$ cat config.mk
export PLATFORM = sky130hd
export DESIGN_NAME = decode_stage_flat
export DESIGN_NICKNAME = d
export VERILOG_FILES = /design/src/rtl/decode_stage_if.sv /design/src/rtl/decode_stage.sv /design/src/flat_wrapper.sv
export SDC_FILE = /design/constraint.sdc
export NUM_CORES = 1
export LEC_CHECK = 0
export ABC_AREA = 1
export ABC_CLOCK_PERIOD_IN_PS = 1200
export CAP_MARGIN = 5
export CORE_MARGIN = 1
export CORE_UTILIZATION = 43
export CTS_CLUSTER_DIAMETER = 150
export CTS_CLUSTER_SIZE = 16
export DETAILED_ROUTE_END_ITERATION = 16
export PLACE_DENSITY = 0.75
export SLEW_MARGIN = 20
export SYNTH_ARGS = -nofsm -noshare
export SYNTH_HDL_FRONTEND = slang
export SYNTH_SLANG_ARGS = --single-unit
$ cat constraint.sdc
create_clock -name clk -period 1.2 [get_ports clk]
set_input_delay 0.24 -clock clk [delete_from_list [all_inputs] [get_ports clk]]
set_output_delay 0.24 -clock clk [all_outputs]
set_load 0.01 [all_outputs]
$ cat src/rtl/decode_stage_if.sv
// Fetch-side and execute-side handshake bundle for decode_stage.
// Field widths are derived from the instruction layout parameters.
interface decode_stage_if #(
  parameter int INSTR_W = 10,
  parameter int OPC_W   = 4,
  parameter int REG_W   = 4
);
  localparam int REM   = INSTR_W - OPC_W;
  localparam int IMM_W = REM + INSTR_W;

  logic               in_valid;
  logic               in_ready;
  logic [INSTR_W-1:0] in_instr;
  logic               out_valid;
  logic               out_ready;
  logic [OPC_W-1:0]   out_opcode;
  logic [REG_W-1:0]   out_ra;
  logic [REM-2:0]     out_f51;
  logic [IMM_W-1:0]   out_imm;
  logic [1:0]         out_lo2;
  logic               out_arg2;
  logic               out_bit0;
  logic               out_ext;
  logic               out_illegal;

  modport master (
    output in_valid, in_instr, out_ready,
    input  in_ready, out_valid, out_opcode, out_ra, out_f51, out_imm,
           out_lo2, out_arg2, out_bit0, out_ext, out_illegal
  );

  modport slave (
    input  in_valid, in_instr, out_ready,
    output in_ready, out_valid, out_opcode, out_ra, out_f51, out_imm,
           out_lo2, out_arg2, out_bit0, out_ext, out_illegal
  );
endinterface

$ cat src/rtl/decode_stage.sv
// Single-entry instruction decode stage with a two-word extended-immediate form.
// Fields are sliced combinationally and held in one output register stage.
module decode_stage #(
  parameter int               INSTR_W = 10,
  parameter int               OPC_W   = 4,
  parameter int               REG_W   = 4,
  parameter logic [OPC_W-1:0] EXT_OPC = 4'hF,
  parameter int               NUM_OPC = 14,
  parameter int               CNT_W   = 16
) (
  input  logic             clk,
  input  logic             reset,
  input  logic             flush,
  decode_stage_if.slave    dec,
  output logic [CNT_W-1:0] dec_count
);
  localparam int REM   = INSTR_W - OPC_W;
  localparam int IMM_W = REM + INSTR_W;
  localparam logic [OPC_W:0] NUM_OPC_L = NUM_OPC[OPC_W:0];

  generate
    if (REM < REG_W || REM < 2) begin : g_bad_width
      $error("decode_stage: INSTR_W-OPC_W must be >= REG_W and >= 2");
    end
  endgenerate

  typedef enum logic {S_IDLE, S_WAIT_EXT} state_t;

  function automatic logic is_illegal(input logic [OPC_W-1:0] opc);
    return ({1'b0, opc} >= NUM_OPC_L) && (opc != EXT_OPC);
  endfunction

  state_t             r_state;
  state_t             w_state_nxt;
  logic [INSTR_W-1:0] r_pend_p0;
  logic               w_in_ready;
  logic               w_accept;
  logic               w_load;
  logic               w_store;
  logic               w_ext;
  logic [INSTR_W-1:0] w_word;
  logic [IMM_W-1:0]   w_imm;
  logic [OPC_W-1:0]   w_in_opc;

  logic               r_vld_p1;
  logic [OPC_W-1:0]   r_opc_p1;
  logic [REG_W-1:0]   r_ra_p1;
  logic [REM-2:0]     r_f51_p1;
  logic [IMM_W-1:0]   r_imm_p1;
  logic [1:0]         r_lo2_p1;
  logic               r_arg2_p1;
  logic               r_bit0_p1;
  logic               r_ext_p1;
  logic               r_ill_p1;
  logic [CNT_W-1:0]   r_cnt;

  assign w_in_ready = !flush && (!r_vld_p1 || dec.out_ready);
  assign w_accept   = dec.in_valid && w_in_ready;
  assign w_in_opc   = dec.in_instr[INSTR_W-1 -: OPC_W];

  // p0: select the word to decode; an extended pair takes its fields from the prefix
  always_comb begin
    w_state_nxt = r_state;
    w_load      = 1'b0;
    w_store     = 1'b0;
    w_ext       = 1'b0;
    w_word      = dec.in_instr;
    if (flush) begin
      w_state_nxt = S_IDLE;
    end else if (w_accept) begin
      case (r_state)
        S_IDLE: begin
          if (w_in_opc == EXT_OPC) begin
            w_store     = 1'b1;
            w_state_nxt = S_WAIT_EXT;
          end else begin
            w_load = 1'b1;
          end
        end
        S_WAIT_EXT: begin
          w_load      = 1'b1;
          w_ext       = 1'b1;
          w_word      = r_pend_p0;
          w_state_nxt = S_IDLE;
        end
        default: w_state_nxt = S_IDLE;
      endcase
    end
  end

  assign w_imm = w_ext ? {r_pend_p0[REM-1:0], dec.in_instr}
                       : {{INSTR_W{1'b0}}, w_word[REM-1:0]};

  always_ff @(posedge clk) begin
    if (reset) r_state <= S_IDLE;
    else       r_state <= w_state_nxt;
  end

  always_ff @(posedge clk) begin
    if (reset || flush) r_pend_p0 <= '0;
    else if (w_store)   r_pend_p0 <= dec.in_instr;
  end

  // p1: registered decode result and emitted-entry counter
  always_ff @(posedge clk) begin
    if (reset) begin
      r_vld_p1  <= 1'b0;
      r_opc_p1  <= '0;
      r_ra_p1   <= '0;
      r_f51_p1  <= '0;
      r_imm_p1  <= '0;
      r_lo2_p1  <= '0;
      r_arg2_p1 <= 1'b0;
      r_bit0_p1 <= 1'b0;
      r_ext_p1  <= 1'b0;
      r_ill_p1  <= 1'b0;
      r_cnt     <= '0;
    end else begin
      if (flush)               r_vld_p1 <= 1'b0;
      else if (w_load)         r_vld_p1 <= 1'b1;
      else if (dec.out_ready)  r_vld_p1 <= 1'b0;
      if (w_load) begin
        r_opc_p1  <= w_word[INSTR_W-1 -: OPC_W];
        r_ra_p1   <= w_word[REM-1 -: REG_W];
        r_f51_p1  <= w_word[REM-1:1];
        r_imm_p1  <= w_imm;
        r_lo2_p1  <= w_word[1:0];
        r_arg2_p1 <= w_word[1];
        r_bit0_p1 <= w_word[0];
        r_ext_p1  <= w_ext;
        r_ill_p1  <= is_illegal(w_word[INSTR_W-1 -: OPC_W]);
      end
      if (!flush && r_vld_p1 && dec.out_ready) r_cnt <= r_cnt + CNT_W'(1);
    end
  end

  assign dec.in_ready    = w_in_ready;
  assign dec.out_valid   = r_vld_p1;
  assign dec.out_opcode  = r_opc_p1;
  assign dec.out_ra      = r_ra_p1;
  assign dec.out_f51     = r_f51_p1;
  assign dec.out_imm     = r_imm_p1;
  assign dec.out_lo2     = r_lo2_p1;
  assign dec.out_arg2    = r_arg2_p1;
  assign dec.out_bit0    = r_bit0_p1;
  assign dec.out_ext     = r_ext_p1;
  assign dec.out_illegal = r_ill_p1;
  assign dec_count       = r_cnt;
endmodule

$ cat src/flat_wrapper.sv
// flat-port wrapper written by rule: the top's interface ports become plain ports
module decode_stage_flat 
#(
  parameter int               INSTR_W = 10,
  parameter int               OPC_W   = 4,
  parameter int               REG_W   = 4,
  parameter logic [OPC_W-1:0] EXT_OPC = 4'hF,
  parameter int               NUM_OPC = 14,
  parameter int               CNT_W   = 16
)
  (clk, reset, flush, dec_count, dec_in_valid, dec_in_instr, dec_out_ready, dec_in_ready, dec_out_valid, dec_out_opcode, dec_out_ra, dec_out_f51, dec_out_imm, dec_out_lo2, dec_out_arg2, dec_out_bit0, dec_out_ext, dec_out_illegal);
  decode_stage_if #(.INSTR_W(INSTR_W), .OPC_W(OPC_W), .REG_W(REG_W)) dec_i ();
  input  logic clk;
  input  logic reset;
  input  logic flush;
  output logic [CNT_W-1:0] dec_count;
  input wire logic [$bits(dec_i.in_valid)-1:0] dec_in_valid;
  input wire logic [$bits(dec_i.in_instr)-1:0] dec_in_instr;
  input wire logic [$bits(dec_i.out_ready)-1:0] dec_out_ready;
  output wire logic [$bits(dec_i.in_ready)-1:0] dec_in_ready;
  output wire logic [$bits(dec_i.out_valid)-1:0] dec_out_valid;
  output wire logic [$bits(dec_i.out_opcode)-1:0] dec_out_opcode;
  output wire logic [$bits(dec_i.out_ra)-1:0] dec_out_ra;
  output wire logic [$bits(dec_i.out_f51)-1:0] dec_out_f51;
  output wire logic [$bits(dec_i.out_imm)-1:0] dec_out_imm;
  output wire logic [$bits(dec_i.out_lo2)-1:0] dec_out_lo2;
  output wire logic [$bits(dec_i.out_arg2)-1:0] dec_out_arg2;
  output wire logic [$bits(dec_i.out_bit0)-1:0] dec_out_bit0;
  output wire logic [$bits(dec_i.out_ext)-1:0] dec_out_ext;
  output wire logic [$bits(dec_i.out_illegal)-1:0] dec_out_illegal;
  assign dec_i.in_valid = dec_in_valid;
  assign dec_i.in_instr = dec_in_instr;
  assign dec_i.out_ready = dec_out_ready;
  assign dec_in_ready = dec_i.in_ready;
  assign dec_out_valid = dec_i.out_valid;
  assign dec_out_opcode = dec_i.out_opcode;
  assign dec_out_ra = dec_i.out_ra;
  assign dec_out_f51 = dec_i.out_f51;
  assign dec_out_imm = dec_i.out_imm;
  assign dec_out_lo2 = dec_i.out_lo2;
  assign dec_out_arg2 = dec_i.out_arg2;
  assign dec_out_bit0 = dec_i.out_bit0;
  assign dec_out_ext = dec_i.out_ext;
  assign dec_out_illegal = dec_i.out_illegal;
  decode_stage #(.INSTR_W(INSTR_W), .OPC_W(OPC_W), .REG_W(REG_W), .EXT_OPC(EXT_OPC), .NUM_OPC(NUM_OPC), .CNT_W(CNT_W)) u_core (.clk(clk), .reset(reset), .flush(flush), .dec(dec_i), .dec_count(dec_count));
endmodule
==> out/metrics.yaml, run 1 <==
switchingPower_w: 0.00106
post-route-period-util_pct: 117
critPathCaptureType: "primary output"
p_int_w: 0.00262
fin_cells: 519
layout_setup_ws_ns: -0.207
dp.cells: 489
crit_path_max_fanout: 4
slew-limit-headroom_pct: 79.0
skew_ns: 0.00974
antenna_cells: 0
grt_max_degree: 20
drive_above_1_share_pct: 52.3
htreeDepth: 2
setup.worst_path.start_class: "register"
r2r_cells: 9
syn_inst: 321
clockBufferDepth: 2
start_util_pct: 44.5
grt-ovfl-total: 0
hold_path_startpoint: "dec_in_instr[6]"
p_comb_share_pct: 16.9
yosysUniqueCellTypes: 30
num-fill-cells: 358
cp_data_required_time_ns: 0.96
vias: 2717
fp.dieW_um: 77.5
drv_cap: 0
first_global_vias: 2540
arrival_ns: 1.17
r2r-start: "u_core.r_state"
cts_sinks: 56
worstHoldPathType: "in2reg"
route.detailed.drc: 0
p_clk_share_pct: 30.5
viasPerCell: 5.24
whs_ns: 0.369
post_dp_cell_area_sq_mm: 0.00348
reg2reg_to: "u_core.dec.out_illegal"
critPathKind: "reg2out"
worstMarginPinSlew_ns: 0.315
die_y_um: 77.5
rows: 27
core_sq_mm: 0.00551
power_density_mw_per_mm2: 882
clkTransAtPathRegs_ns: 0.11
synth_seq_cells: 56
antenna_found_initial: 0
max_freq_mhz: 711
clk_latency_ns: 0.32
grt_pass1_wl_um: 11400
violations: "setup timing"
ys_seq_area_share_pct: 45.7
drt-pass1-iter-count: 5
grt_use_total_pct: 23.9
hold_viol: 0
post_drt_wl_per_cell_um: 16.0
setup_viol: 53
synth_area_sq_mm: 0.00245
ant_nets: 0
status: "finished with violations"
cts_tree: "built"
p_leak_nw: 1.74
syn_nets: 337
routabilityCongestion: 0.880
fin_area_sq_mm: 0.00417
root_buffer: "clkbuf_8"
period_needed_ns: 1.41
dp_hpwl_um: 4580
slew_viol_final: 0
syn2layout_area_growth_pct: 70.0
final_nets: 462
pwr-share-seq_pct: 52.7
cts_made_buffers: 5
switching_share_pct: 28.8
min_to: "u_core.dec.out_imm[6]"
rsz0062_at_grt: "true"
drt_wl_total_um: 8310
dieArea_sq_mm: 0.00601
max-vdd-ir-drop_mv: 0.887
io_buffer_count: 67
hold_depth: 4
drt_iter0_drc: 117
boundaryPins: 68
avgSynthCellArea_sq_um: 7.64
rrSetupSlack_ns: -0.20
ctsHoldBuffers: 0
synth-warning-count: 0
-- cells in the mapped netlist (all sizes together) --
library cell  count  area (sq um)
nand2            56           218
nor3              3          15.0
a22oi             7          62.6
clkbuf            3          11.3
o21ai            33           169
nand3            11          97.6
ha                1          12.5
a211oi            1          7.51
inv              42           163
dfxtp            56          1120
nand4             2          12.5
a31oi             2          12.5
nor2             53           250
nor3b             1          7.51
buf              13           106
a21oi            36           180
o22ai             1          6.26
-- power by group through the flow --
stage | logic, W | clock network (W) | registers, W
after global routing | 0.000655 | 0.00121 | 0.00194
final | 0.000621 | 0.00112 | 0.00194
after floorplan | 0.000200 | 0 | 0.00199
after CTS | 0.000526 | 0.00111 | 0.00193
after global placement | 0.000475 | 0 | 0.00197
after detailed placement | 0.000481 | 0 | 0.00197
-- placed cells by master, fill, tap and decap left out, types with 2 or more instances in the layout --
master | synthesis | routed
clkbuf_8 | 0 | 5
dlymetal6s2s_1 | 0 | 2
nor2_1 | 46 | 33
nand4_1 | 2 | 2
a21oi_1 | 36 | 16
o21ai_2 | 1 | 14
nand3_1 | 7 | 2
nand3_2 | 1 | 5
nand3_4 | 3 | 5
buf_4 | 9 | 41
inv_2 | 5 | 8
clkinv_4 | 0 | 3
inv_4 | 2 | 3
clkdlybuf4s50_1 | 0 | 7
clkdlybuf4s15_1 | 0 | 24
nand2_2 | 0 | 8
o21ai_1 | 1 | 13
dfxtp_2 | 0 | 26
nor2_2 | 2 | 6
inv_1 | 35 | 30
dfxtp_1 | 56 | 24
clkbuf_2 | 0 | 15
buf_6 | 3 | 19
a21oi_2 | 0 | 20
buf_2 | 1 | 4
nand2_4 | 1 | 5
nor3_1 | 3 | 2
inv_8 | 0 | 2
buf_12 | 0 | 4
clkinv_8 | 0 | 2
a22oi_2 | 2 | 7
dfxtp_4 | 0 | 6
nand2_1 | 55 | 43
o21ai_0 | 31 | 6
clkdlybuf4s15_2 | 0 | 4
dlygate4sd2_1 | 0 | 8
nor2_4 | 4 | 14
-- flip-flops by register name (all words and copies together), names as in the netlist --
name	count
u_core.dec.out_imm	16
u_core.dec_count	16
u_core.r_pend_p0	10
u_core.dec.out_f51	5
u_core.dec.out_opcode	4
u_core.dec.out_ext	1
u_core.dec.out_illegal	1
u_core.dec.out_lo2	1
u_core.dec.out_valid	1
u_core.r_state	1
-- area by class of cell --
| type | instances | area, sq um | share of cell area (%) |
|---|---|---|---|
| multi-input cells | 209 | 1440 | 34.4 |
| flip-flops and latches | 56 | 1180 | 28.2 |
| repair buffers | 128 | 1150 | 27.5 |
| inverters | 42 | 183 | 4.38 |
| well taps | 72 | 90.1 | 2.16 |
| clock buffers | 5 | 68.8 | 1.65 |
| repair inverters | 4 | 42.5 | 1.02 |
| clock inverters | 3 | 26.3 | 0.630 |
-- how the worst max path moves through the flow --
stage / from / to / slack, ns / cells past startpoint
after floorplan: u_core.r_state / u_core.r_pend_p0[4] / -0.06 / 9
after global placement: dec_out_ready / u_core.dec_count[12] / -0.56 / 9
after detailed placement: dec_out_ready / u_core.dec_count[8] / -0.62 / 9
after CTS: u_core.dec.out_valid / dec_in_ready / -0.18 / 2
after global routing: u_core.dec.out_valid / u_core.dec_count[12] / -0.27 / 9
final: u_core.dec.out_valid / dec_in_ready / -0.21 / 2
-- logic make-up after synthesis --
group                    count (synthesis)  synth area share, %
buffers and inverters                   58                 11.4
flip-flops                              56                 45.7
adder cells (fa/ha/maj)                  1                0.510
AND/OR/NAND/NOR                        126                 24.5
AO/OA/AOI/OAI                           80                 17.9
-- worst max-delay path, stage by stage (launching register included) --
cell	delay [ns]
dfxtp_4	0.38
a21oi_1	0.22
clkdlybuf4s15_2	0.26
-- through the flow --
step                util, %  power, W  TNS [ns]  setup WS (ns)
global route           75.7   0.00381     -7.97         -0.269
finish                 75.7   0.00368     -4.97         -0.207
detailed placement     63.1   0.00245    -25.99         -0.616
floorplan                 -   0.00219    -0.343        -0.0564
CTS                    69.6   0.00357     -2.90         -0.177
global placement       63.1   0.00244    -24.37         -0.558
-- per-layer routing --
| layer | wire length [um] | up-vias | track usage (%) | part of all wire [%] |
|---|---|---|---|---|
| li1 | - | 1284 | - | - |
| met1 | 3130 | 1297 | 26.7 | 38 |
| met2 | 4530 | 113 | 44.7 | 55 |
| met3 | 425 | 23 | 3.53 | 5.1 |
| met4 | 214 | 0 | 10.4 | 2.6 |
| met5 | 0 | - | 0 | 0 |
-- what timing repair did --
action | CTS | global route
pin swaps | 21 | 27
cloned | 6 | 1
setup buffers | 6 | 10
setup endpoints to repair | 103 | 97
gates resized for setup | 185 | 140
No activity file was read; power rests on OpenSTA's default activity.
==> run 2, diff against run 1 <==
--- a/config.mk
+++ b/config.mk
@@ -18,3 +18,4 @@
 export SYNTH_ARGS = -nofsm -noshare
 export SYNTH_HDL_FRONTEND = slang
 export SYNTH_SLANG_ARGS = --single-unit
+export TNS_END_PERCENT = 10
==> out/metrics.yaml, run 2 (synthesis results as in run 1) <==
dieArea_sq_mm: 0.00601  # unchanged
clockBufferDepth: 2  # unchanged
pre_cts_ws_ns: -0.603  # was -0.616 ns
rsz0062_at_grt: "true"  # unchanged
core_sq_mm: 0.00551  # unchanged
period_needed_ns: 1.30  # was 1.41 ns
grt_pass1_wl_um: 10000  # was 11400 um
drt-pass1-iter-count: 5  # unchanged
boundaryPins: 68  # unchanged
layout_setup_ws_ns: -0.102  # was -0.207 ns
grt_use_total_pct: 20.9  # was 23.9%
viasPerCell: 5.01  # was 5.24
slew-limit-headroom_pct: 81.8  # was 79.0%
drive_above_1_share_pct: 36.4  # was 52.3%
htreeDepth: 2  # unchanged
post_dp_cell_area_sq_mm: 0.00343  # was 0.00348 sq mm
drv_cap: 0  # unchanged
dp_hpwl_um: 4570  # was 4580 um
rows: 27  # unchanged
worstHoldPathType: "reg2reg"  # was in2reg
start_util_pct: 44.5  # unchanged
route.detailed.drc: 0  # unchanged
tns_ns: -1.40  # was -4.97 ns
routabilityCongestion: 0.848  # was 0.880
final_nets: 443  # was 462
ant_nets: 0  # unchanged
fp.dieW_um: 77.5  # unchanged
vias: 2503  # was 2717
status: "finished with violations"  # unchanged
clkTransAtPathRegs_ns: 0.11  # about the same
fin_area_sq_mm: 0.00362  # was 0.00417 sq mm
post-route-period-util_pct: 109  # was 117%
drt_wl_total_um: 6420  # was 8310 um
r2r-start: "u_core.dec_count[0]"  # was u_core.r_state
critPathCaptureType: "register"  # was primary output
power_density_mw_per_mm2: 974  # was 882 mW/mm^2
grt-ovfl-total: 0  # unchanged
hold_path_startpoint: "u_core.dec_count[6]"  # was dec_in_instr[6]
syn2layout_area_growth_pct: 47.6  # was 70.0%
final_common_cell: "nand2_1"  # unchanged
violations: "setup timing"  # unchanged
crit_path_start: "u_core.dec_count[0]"  # was u_core.dec.out_valid
cts_sinks: 56  # unchanged
antenna_found_initial: 0  # unchanged
io_buffer_count: 67  # unchanged
slew_viol_final: 0  # unchanged
ctsHoldBuffers: 0  # unchanged
critPathKind: "reg2reg"  # was reg2out
worstMarginPinSlew_ns: 0.272  # was 0.315 ns
skew_ns: 0.0141  # was 0.00974 ns
antenna_cells: 0  # unchanged
drt_iter0_drc: 91  # was 117
root_buffer: "clkbuf_8"  # unchanged
cts_made_buffers: 5  # unchanged
clk_latency_ns: 0.32  # about the same
first_global_vias: 2316  # was 2540
p_leak_nw: 1.56  # was 1.74 nW
die_y_um: 77.5  # unchanged
setup_viol: 37  # was 53
dp.cells: 486  # was 489
post_drt_wl_per_cell_um: 12.8  # was 16.0 um
max_freq_mhz: 768  # was 711 MHz
max-vdd-ir-drop_mv: 0.614  # was 0.887 mV
arrival_ns: 1.56  # was 1.17 ns
hold_viol: 0  # unchanged
fin_total_pwr_w: 0.00352  # was 0.00368 W
cp_data_required_time_ns: 1.46  # was 0.96 ns
grt_max_degree: 21  # was 20
layout_common_cells: "47 x nand2_1, 41 x buf_4, 40 x nor2_1"  # was 43 x nand2_1, 41 x buf_4, 33 x nor2_1
cts_tree: "built"  # unchanged
setup.worst_path.start_class: "register"  # unchanged
crit_path_max_fanout: 5  # was 4
fin_cells: 500  # was 519
-- run 2: cell count changes in the layout (fill, tap and decap cells not counted), moves of 7 or more --
cell	previous run	this run
nor2_1	33	40
a21oi_2	20	5
o21ai_0	6	18
nor2_4	14	6
buf_6	19	8
o21ai_2	14	2
dfxtp_1	24	33
a21oi_1	16	31
dfxtp_2	26	19
-- run 2: worst max-delay path, cell delays in order (launching register included) --
cell and delay [ns]:
dfxtp_4 0.39, ha_4 0.14, nand2_4 0.05, nor2_4 0.08, nand2_2 0.08, nor2_4 0.18, nand3_2 0.10, nand2_1 0.07
nand2_1 0.04, nor2_1 0.10
-- run 2: area by class of cell --
cell class              count  area [sq um]
clock buffers               5          68.8
clock inverters             3          33.8
fillers                   480          1890
inverters                  42           168
multi-input cells         208          1180
flip-flops and latches     56          1160
well taps                  72          90.1
repair buffers            114           921
-- run 2: path summary, 6_finish.rpt --
kind | slack (ns) | to | cells past startpoint
min reg2reg | 0.45 | u_core.dec_count[6] | 2
min | 0.45 | u_core.dec_count[6] | 2
max reg2reg | -0.10 | u_core.dec_count[12] | 9
max | -0.10 | u_core.dec_count[12] | 9
-- run 2: timing repair --
item / CTS / global route
pin swaps: 6 / 16
gates resized for setup: 137 / 81
cloned: 0 / 1
endpoints found under the setup margin: 104 / 100
setup buffers: 0 / 5
-- run 2: power by group --
group / internal [W] / switching [W]
clock: 0.000441 / 0.000688
sequential: 0.00190 / 0.0000326
combinational: 0.000216 / 0.000247
total: 0.00256 / 0.000968
-- run 2: metrics by stage --
step | util (%) | hold slack, ns
floorplan | - | 0.375
global placement | 62.3 | 0.448
detailed placement | 62.3 | 0.446
CTS | 64.8 | 0.451
global route | 65.7 | 0.453
finish | 65.7 | 0.453
-- run 2: per-layer routing --
layer  GRT usage, %  wire [um]
met1           23.1       2710
met2           39.7       3320
met3           4.24        322
met4           6.23         71
met5              0          0
